### config.mk
export PLATFORM = sky130hd
export DESIGN_NAME = apb_config_requester_flat
export DESIGN_NICKNAME = d
export VERILOG_FILES = /design/src/rtl/apb_config_requester_if.sv /design/src/rtl/apb_config_requester.sv /design/src/flat_wrapper.sv
export SDC_FILE = /design/constraint.sdc
export NUM_CORES = 1
export LEC_CHECK = 0
export BUFFER_PORTS_ARGS = -buffer_cell sky130_fd_sc_hd__buf_2
export CORE_MARGIN = 3
export CORE_UTILIZATION = 51
export DETAILED_ROUTE_END_ITERATION = 12
export PLACE_DENSITY = 0.85
export SYNTH_ARGS = -nofsm -noshare
export SYNTH_HDL_FRONTEND = slang
export SYNTH_SLANG_ARGS = --single-unit
### constraint.sdc
create_clock -name clk -period 5.1 [get_ports clk]
set_input_delay 0.255 -clock clk [delete_from_list [all_inputs] [get_ports clk]]
set_output_delay 0.255 -clock clk [all_outputs]
set_load 0.02 [all_outputs]
### src/rtl/apb_config_requester_if.sv
// Command/response handshake and APB bus signals of the configuration requester.
// The master modport is the requester; the slave modport is the host plus completer.
interface apb_config_requester_if #(
    parameter int ADDR_WIDTH = 8,
    parameter int DATA_WIDTH = 32
);
    logic                  cmd_valid;
    logic                  cmd_ready;
    logic                  cmd_write;
    logic [ADDR_WIDTH-1:0] cmd_addr;
    logic [DATA_WIDTH-1:0] cmd_wdata;
    logic                  rsp_valid;
    logic                  rsp_ready;
    logic [DATA_WIDTH-1:0] rsp_rdata;
    logic                  rsp_err;
    logic                  rsp_timeout;
    logic                  psel;
    logic                  penable;
    logic                  pwrite;
    logic [ADDR_WIDTH-1:0] paddr;
    logic [DATA_WIDTH-1:0] pwdata;
    logic [DATA_WIDTH-1:0] prdata;
    logic                  pready;
    logic                  pslverr;

    modport master (
        input  cmd_valid, cmd_write, cmd_addr, cmd_wdata, rsp_ready,
               prdata, pready, pslverr,
        output cmd_ready, rsp_valid, rsp_rdata, rsp_err, rsp_timeout,
               psel, penable, pwrite, paddr, pwdata
    );

    modport slave (
        output cmd_valid, cmd_write, cmd_addr, cmd_wdata, rsp_ready,
               prdata, pready, pslverr,
        input  cmd_ready, rsp_valid, rsp_rdata, rsp_err, rsp_timeout,
               psel, penable, pwrite, paddr, pwdata
    );
endinterface

### src/rtl/apb_config_requester.sv
// Single-outstanding APB requester: one command becomes one setup/access transfer,
// answered on a held response port; a bounded access phase guards against a stuck completer.
module apb_config_requester #(
    parameter int ADDR_WIDTH = 8,
    parameter int DATA_WIDTH = 32,
    parameter int TIMEOUT    = 255
) (
    input logic                    clk,
    input logic                    reset,
    apb_config_requester_if.master bus
);
    localparam int               CNT_W      = (TIMEOUT > 0) ? $clog2(TIMEOUT + 1) : 1;
    localparam logic [CNT_W-1:0] CNT_LAST   = CNT_W'((TIMEOUT > 0) ? TIMEOUT - 1 : 0);
    localparam logic             TIMEOUT_EN = (TIMEOUT > 0);

    typedef enum logic [1:0] {
        ST_IDLE   = 2'd0,
        ST_SETUP  = 2'd1,
        ST_ACCESS = 2'd2,
        ST_RESP   = 2'd3
    } state_t;

    state_t                state_r;
    state_t                state_s;
    logic [CNT_W-1:0]      cnt_r;
    logic [ADDR_WIDTH-1:0] paddr_r;
    logic [DATA_WIDTH-1:0] pwdata_r;
    logic                  pwrite_r;
    logic [DATA_WIDTH-1:0] rdata_r;
    logic                  err_r;
    logic                  timeout_r;
    logic                  accept_s;
    logic                  done_s;
    logic                  expire_s;

    assign accept_s = (state_r == ST_IDLE) && bus.cmd_valid;
    assign done_s   = (state_r == ST_ACCESS) && bus.pready;
    // The cycle that would bring the count to TIMEOUT ends the access unless pready wins.
    assign expire_s = (state_r == ST_ACCESS) && !bus.pready && TIMEOUT_EN && (cnt_r == CNT_LAST);

    // State register.
    always_ff @(posedge clk or posedge reset) begin
        if (reset) begin
            state_r <= ST_IDLE;
        end else begin
            state_r <= state_s;
        end
    end

    // Next-state decode.
    always_comb begin
        state_s = state_r;
        case (state_r)
            ST_IDLE: begin
                if (bus.cmd_valid) state_s = ST_SETUP;
                else               state_s = ST_IDLE;
            end
            ST_SETUP: state_s = ST_ACCESS;
            ST_ACCESS: begin
                if (done_s || expire_s) state_s = ST_RESP;
                else                    state_s = ST_ACCESS;
            end
            ST_RESP: begin
                if (bus.rsp_ready) state_s = ST_IDLE;
                else               state_s = ST_RESP;
            end
            default: state_s = ST_IDLE;
        endcase
    end

    // Access-phase wait counter, cleared while in SETUP.
    always_ff @(posedge clk or posedge reset) begin
        if (reset) begin
            cnt_r <= '0;
        end else if (state_r == ST_SETUP) begin
            cnt_r <= '0;
        end else if ((state_r == ST_ACCESS) && !bus.pready) begin
            cnt_r <= cnt_r + CNT_W'(1);
        end
    end

    // Request fields captured at acceptance, held until the next acceptance.
    always_ff @(posedge clk or posedge reset) begin
        if (reset) begin
            paddr_r  <= '0;
            pwdata_r <= '0;
            pwrite_r <= 1'b0;
        end else if (accept_s) begin
            paddr_r  <= bus.cmd_addr;
            pwdata_r <= bus.cmd_wdata;
            pwrite_r <= bus.cmd_write;
        end
    end

    // Response fields captured when the access phase ends, held through RESP.
    always_ff @(posedge clk or posedge reset) begin
        if (reset) begin
            rdata_r   <= '0;
            err_r     <= 1'b0;
            timeout_r <= 1'b0;
        end else if (done_s) begin
            rdata_r   <= pwrite_r ? '0 : bus.prdata;
            err_r     <= bus.pslverr;
            timeout_r <= 1'b0;
        end else if (expire_s) begin
            rdata_r   <= '0;
            err_r     <= 1'b1;
            timeout_r <= 1'b1;
        end
    end

    assign bus.cmd_ready   = (state_r == ST_IDLE);
    assign bus.psel        = (state_r == ST_SETUP) || (state_r == ST_ACCESS);
    assign bus.penable     = (state_r == ST_ACCESS);
    assign bus.rsp_valid   = (state_r == ST_RESP);
    assign bus.paddr       = paddr_r;
    assign bus.pwdata      = pwdata_r;
    assign bus.pwrite      = pwrite_r;
    assign bus.rsp_rdata   = rdata_r;
    assign bus.rsp_err     = err_r;
    assign bus.rsp_timeout = timeout_r;
endmodule

### src/flat_wrapper.sv
// flat-port wrapper written by rule: the top's interface ports become plain ports
module apb_config_requester_flat 
#(
    parameter int ADDR_WIDTH = 8,
    parameter int DATA_WIDTH = 32,
    parameter int TIMEOUT    = 255
)
  (clk, reset, bus_cmd_valid, bus_cmd_write, bus_cmd_addr, bus_cmd_wdata, bus_rsp_ready, bus_prdata, bus_pready, bus_pslverr, bus_cmd_ready, bus_rsp_valid, bus_rsp_rdata, bus_rsp_err, bus_rsp_timeout, bus_psel, bus_penable, bus_pwrite, bus_paddr, bus_pwdata);
  apb_config_requester_if #(.ADDR_WIDTH(ADDR_WIDTH), .DATA_WIDTH(DATA_WIDTH)) bus_i ();
  input logic clk;
  input logic reset;
  input wire logic [$bits(bus_i.cmd_valid)-1:0] bus_cmd_valid;
  input wire logic [$bits(bus_i.cmd_write)-1:0] bus_cmd_write;
  input wire logic [$bits(bus_i.cmd_addr)-1:0] bus_cmd_addr;
  input wire logic [$bits(bus_i.cmd_wdata)-1:0] bus_cmd_wdata;
  input wire logic [$bits(bus_i.rsp_ready)-1:0] bus_rsp_ready;
  input wire logic [$bits(bus_i.prdata)-1:0] bus_prdata;
  input wire logic [$bits(bus_i.pready)-1:0] bus_pready;
  input wire logic [$bits(bus_i.pslverr)-1:0] bus_pslverr;
  output wire logic [$bits(bus_i.cmd_ready)-1:0] bus_cmd_ready;
  output wire logic [$bits(bus_i.rsp_valid)-1:0] bus_rsp_valid;
  output wire logic [$bits(bus_i.rsp_rdata)-1:0] bus_rsp_rdata;
  output wire logic [$bits(bus_i.rsp_err)-1:0] bus_rsp_err;
  output wire logic [$bits(bus_i.rsp_timeout)-1:0] bus_rsp_timeout;
  output wire logic [$bits(bus_i.psel)-1:0] bus_psel;
  output wire logic [$bits(bus_i.penable)-1:0] bus_penable;
  output wire logic [$bits(bus_i.pwrite)-1:0] bus_pwrite;
  output wire logic [$bits(bus_i.paddr)-1:0] bus_paddr;
  output wire logic [$bits(bus_i.pwdata)-1:0] bus_pwdata;
  assign bus_i.cmd_valid = bus_cmd_valid;
  assign bus_i.cmd_write = bus_cmd_write;
  assign bus_i.cmd_addr = bus_cmd_addr;
  assign bus_i.cmd_wdata = bus_cmd_wdata;
  assign bus_i.rsp_ready = bus_rsp_ready;
  assign bus_i.prdata = bus_prdata;
  assign bus_i.pready = bus_pready;
  assign bus_i.pslverr = bus_pslverr;
  assign bus_cmd_ready = bus_i.cmd_ready;
  assign bus_rsp_valid = bus_i.rsp_valid;
  assign bus_rsp_rdata = bus_i.rsp_rdata;
  assign bus_rsp_err = bus_i.rsp_err;
  assign bus_rsp_timeout = bus_i.rsp_timeout;
  assign bus_psel = bus_i.psel;
  assign bus_penable = bus_i.penable;
  assign bus_pwrite = bus_i.pwrite;
  assign bus_paddr = bus_i.paddr;
  assign bus_pwdata = bus_i.pwdata;
  apb_config_requester #(.ADDR_WIDTH(ADDR_WIDTH), .DATA_WIDTH(DATA_WIDTH), .TIMEOUT(TIMEOUT)) u_core (.clk(clk), .reset(reset), .bus(bus_i));
endmodule
== Word level (Yosys, flattened, before mapping) ==
Index checks and enable logic that the tools add are counted.

* Add/sub/neg operators: 1
* $mul: 0
* Divide/modulo/power cells: 0
* $lt $le $gt $ge: 0
* Eq/ne operators: 4
* Shift-type cells: 0
* Mux-type cells: 12
* Bitwise gates (word level): 0
* Reduce and logical (&&, ||, !) cells: 10

{| class="wikitable"
|+ Operators by type and width
! cell !! count
|-
| $mux 32 || 3
|-
| $mux 8 || 2
|-
| $add 8x1->8 const B || 1
|-
| $eq 8x8->1 const B || 1
|-
| $pmux 2 s4 || 1
|-
| $mux 1 || 5
|-
| $eq 2x2->1 const B || 2
|-
| $logic_and 1x1->1 || 4
|-
| $reduce_bool 2->1 || 2
|-
| $eq 2x1->1 const B || 1
|-
| $logic_not 2->1 || 1
|-
| $logic_or 1x1->1 || 2
|-
| $mux 2 || 1
|-
| $logic_not 1->1 || 1
|}

* Bits in registers: 85
* Latch bits: 0
* RAM bits: 0
* ROM bits: 0
* Bits of input ports: 79
* Output and inout port bits: 79
* Word-level logic and storage cells: 35
* Memories: 0

== Depth between registers and ports, before layout ==
* Depth after elaboration: 6
* Gate-level depth with buffers: 8
* Gate-level depth less buffers: 5

== Worst setup path after synthesis ==
Ideal clock, no wire load.

* Path type: reg2reg
* Start: register u_core.state_r[0]
* End: register u_core.rdata_r[10] (netlist: u_core.bus.rsp_rdata[10])
* Setup time: 0.120 ns
* Arrival time: 1.609 ns
* Required time: 4.980 ns
* Setup slack: 3.371 ns
* Cell stages (with the launch flop): 8
* Path buffers: 2
* Clock period less this slack: 1.729 ns
* Cell sequence: dfrtp_1 > inv_1 > ha_1 > buf_4 > and2b_2 > nand3b_4 > buf_6 > a31o_1

* Cells in the longest elaborated chain, start to end: 4
* Elaborated cells on any way between the ends: 6
* Those cells by class: eq/ne: 1; mux: 1; reduce/logical: 4

{| class="wikitable"
|+ RTL lines
! what !! RTL line !! RTL
|-
| from (decl) || apb_config_requester.sv:23 || <nowiki>state_t state_r;</nowiki>
|-
| from (signal assigned) || apb_config_requester.sv:46 || <nowiki>state_r <= state_s;</nowiki>
|-
| $eq 2x2->1 * || -- ||
|-
| named net bus_penable || flat_wrapper.sv:26 || <nowiki>output wire logic [$bits(bus_i.penable)-1:0] bus_penable;</nowiki>
|-
| $logic_and 1x1->1 (2 in series) || apb_config_requester.sv:39 || <nowiki>assign expire_s = (state_r == ST_ACCESS) && !bus.pready && TIMEOUT_EN && (cnt_r == CNT_LAST);</nowiki>
|-
| $reduce_bool 2->1 (no line) || -- ||
|-
| to (signal assigned) || apb_config_requester.sv:102 || <nowiki>rdata_r <= pwrite_r ? '0 : bus.prdata;</nowiki>
|-
| to (decl) || apb_config_requester.sv:29 || <nowiki>logic [DATA_WIDTH-1:0] rdata_r;</nowiki>
|}

Mark *: on every way through the listed nets, which the timed path passes. The rest lies on a longest branch.
A chain may end at the register's enable or synchronous reset.

== Worst setup path in the final report ==
* Start: register u_core.state_r[0]
* End: register u_core.rdata_r[22] (netlist: u_core.bus.rsp_rdata[22])

* Cells in the longest elaborated chain, start to end: 4
* Elaborated cells on any way between the ends: 6
* Those cells by class: eq/ne: 1; mux: 1; reduce/logical: 4

{| class="wikitable"
|+ RTL lines
! what !! RTL line
|-
| $eq 2x2->1 * || apb_config_requester.sv:37, apb_config_requester.sv:39
|-
| $logic_and 1x1->1 (2 in series) || apb_config_requester.sv:39
|-
| $reduce_bool 2->1 (no line) || --
|}

Mark *: on every way between the ends. The rest lies on a longest branch, timed or not.

==> metrics <==
vias in the first global route 2759; Top FF cell, synth dfrtp_1; Worst setup EP type register; Sw Pwr 1.10 mW; Max Cap Violations 0; initial detailed-routing violation count 98; CTS buffer count 9; Seq/Total Area, Yosys 58.9%; ANT cells 0; sequential standard cell area 2130 um2; sequential share of power 41.5%; die height 90.1 um; Synthesis Warnings 0; leakage power 2.29 nW; wire per inst 15.5 um; CTS H-tree depth 3; FP Rows 30; Hold Vio Cnt, Final 0; Syn-to-layout area delta 28.1%; core footprint 6830 um2; minimum clock period 2.15 ns; Comb pwr share 41.1%; worst hold slack 0.125 ns; Area contributors post-synth dfrtp_1 (59%), mux2_2 (13%), nor3b_1 (6.7%), a31o_1 (6.6%), ha_1 (2.1%); Syn Inst Count 265; Post-synth top cells dfrtp_1 (85), mux2_2 (42), nor3b_1 (32); global placer's final weighted congestion 0.771; sw frac 39.8%; Die Wd 90.1 um; initial antenna violation count 0; CTS Hold Buffers Added 0; area share of the largest cell type after synthesis 58.9%; setup TNS 0 ns; Initial Util 52.8%; global routing met2 resource utilization 34.3%; Port Buffer Count 157; Async S/R FF share, synth 100%; Max IR drop VDD 0.358 mV; dpl hpwl 5.74 mm; syn avg cell area 13.6 um2; Layout Nets 500; CTS max path bufs 2; drt total wl 8.00 mm; Netlist cell types 33; Setup Buffers After CTS 0; global route hottest layer met2; GRT Util Overall 20.2%; GR Util met3 8.03%; die footprint 8120 um2; final non-filler cell total 516; ratio of cells with drive above 1 in the final layout 54.0%; worst rel slew slack 27.1%; Clock Power Share 17.4%; CTS tree yes; fin crit share 42.1%; clk_skew 0.0162 ns; post-synth top area cell dfrtp_1; CTS sink cnt 85; top-level I/O count 158; Hold Crit Class in2reg; largest net degree at the start of global routing 86; fill count 535; GRT overflow 0; Setup CP Type reg2reg; Final WS setup 2.95 ns; final max-slew violation count 0; post-cts resize count 0; final setup vio count 0; RSZ-0062 raised after global routing false; drt drc 0; CTS clk-pin slew, worst paths 0.09 ns; Pint 1.66 mW; Worst setup SP type register; total power 2.76 mW; Inst Count DP 500; Fmax achieved 0.466 GHz; crit path DAT 2.45 ns; EDFF count, synth 0; CP Max Fanout 66; most numerous cell in the Yosys netlist dfrtp_1; 1st-pass router iterations 4; first-pass GRT wire length 13.2 mm; vias per cell 5.15; Detail Route Antenna Nets 0; status completed; Tightest Pin Transition 1.09 ns; Req. time, crit path 5.40 ns; P per Cell Area 597 nW/um2; Syn Nets 350; Via Count 2658; Skew-Pair Late Insertion Delay 0.36 ns; Cell Area, Synth 3610 um2; CTS Root Cell clkbuf_8; M1 GR Usage 22.5%; multi-input combinational cell area 1350 um2; #FFs+latches synth 85; Placement Setup Slack 2.93 ns
-- stage by stage --
step / util (%) / area [um2]
2_1_floorplan: - / 3610
3_3_place_gp: 64.7 / 4420
3_5_place_dp: 64.7 / 4420
4_1_cts: 67.7 / 4620
5_1_grt: 67.7 / 4620
6_report: 67.7 / 4620
-- flip-flops by register name (all words and copies together), names as in the netlist --
register and cells:
u_core.cnt_r 8, u_core.bus.pwrite 1, u_core.bus.paddr 8, u_core.bus.rsp_err 1, u_core.bus.pwdata 32, u_core.state_r 2
u_core.bus.rsp_rdata 32, u_core.bus.rsp_timeout 1
-- layer usage --
| metal | up-vias | wire, um |
|---|---|---|
| met4 | 0 | 146 |
| met2 | 103 | 3960 |
| li1 | 1260 | - |
| met5 | - | 0 |
| met3 | 14 | 736 |
| met1 | 1281 | 3150 |
-- layout make-up --
type | count | share of cell area [%]
flip-flops and latches | 85 | 46.0
multi-input cells | 155 | 29.3
repair buffers | 159 | 17.3
clock buffers | 11 | 3.06
well taps | 96 | 2.60
clock inverters | 5 | 1.30
inverters | 5 | 0.433
-- kinds of logic (layout without fill, tap and decap cells) --
kind of cell | count (synthesis) | count (layout) | synth area share, %
DFF | 85 | 85 | 58.9
xor gates and xnor gates | 2 | 2 | 0.486
AOI/OAI and AO/OA | 48 | 48 | 10.8
buffers and inverters | 25 | 180 | 3.64
adders and majority gates | 6 | 6 | 2.08
and+or+nand+nor | 57 | 57 | 11.0
muxes | 42 | 42 | 13.1
-- power groups by stage --
stage	registers (mW)	logic (mW)	clock network, mW
global route	1.18	1.22	0.518
detailed placement	1.15	1.15	0
CTS	1.15	1.15	0.487
global placement	1.14	1.12	0
finish	1.14	1.14	0.480
floorplan	1.44	0.447	0
-- worst max-delay path, stage by stage (launching register included) --
cell,delay [ns]
dfrtp_1,0.41
inv_1,0.11
ha_1,0.34
nand2_2,0.66
nor3b_1,0.43
a31o_1,0.13
-- layout by cell type (no fill, tap or decap), types with 2 or more instances in the layout --
| cell type | netlist | layout |
|---|---|---|
| o21ai_0 | 4 | 4 |
| nor2_1 | 4 | 4 |
| dfrtp_1 | 85 | 85 |
| nand4b_1 | 2 | 2 |
| a21oi_1 | 4 | 4 |
| xnor2_1 | 2 | 2 |
| clkbuf_8 | 0 | 10 |
| o21ba_2 | 2 | 2 |
| ha_1 | 6 | 6 |
| nand2_1 | 5 | 4 |
| clkinv_4 | 0 | 2 |
| a31o_1 | 27 | 27 |
| nand4_1 | 2 | 2 |
| nor4_1 | 2 | 2 |
| clkinv_2 | 0 | 2 |
| a31o_2 | 5 | 5 |
| inv_1 | 5 | 4 |
| or3_1 | 2 | 2 |
| buf_4 | 1 | 2 |
| mux2_2 | 42 | 42 |
| nor3b_1 | 32 | 32 |
| nor2b_1 | 3 | 3 |
| buf_2 | 9 | 157 |
| o31a_1 | 2 | 2 |
-- worst paths after layout --
path,startpoint,endpoint,slack (ns),cells after the start
setup / recovery,u_core.state_r[0]$_DFF_PP0_,u_core.bus.rsp_rdata[22]$_DFFE_PP0P_,2.95,5
hold / removal,bus_cmd_wdata[8],u_core.bus.pwdata[8]$_DFFE_PP0P_,0.13,2
setup reg to reg,u_core.state_r[0]$_DFF_PP0_,u_core.bus.rsp_rdata[22]$_DFFE_PP0P_,2.95,5
hold reg to reg,u_core.bus.rsp_timeout$_DFFE_PP0P_,u_core.bus.rsp_timeout$_DFFE_PP0P_,0.49,2
max in group asynchronous,reset,u_core.bus.rsp_rdata[30]$_DFFE_PP0P_,4.22,3
min in group asynchronous,reset,u_core.bus.rsp_rdata[12]$_DFFE_PP0P_,0.19,3
(Power assumes the default switching activity.)
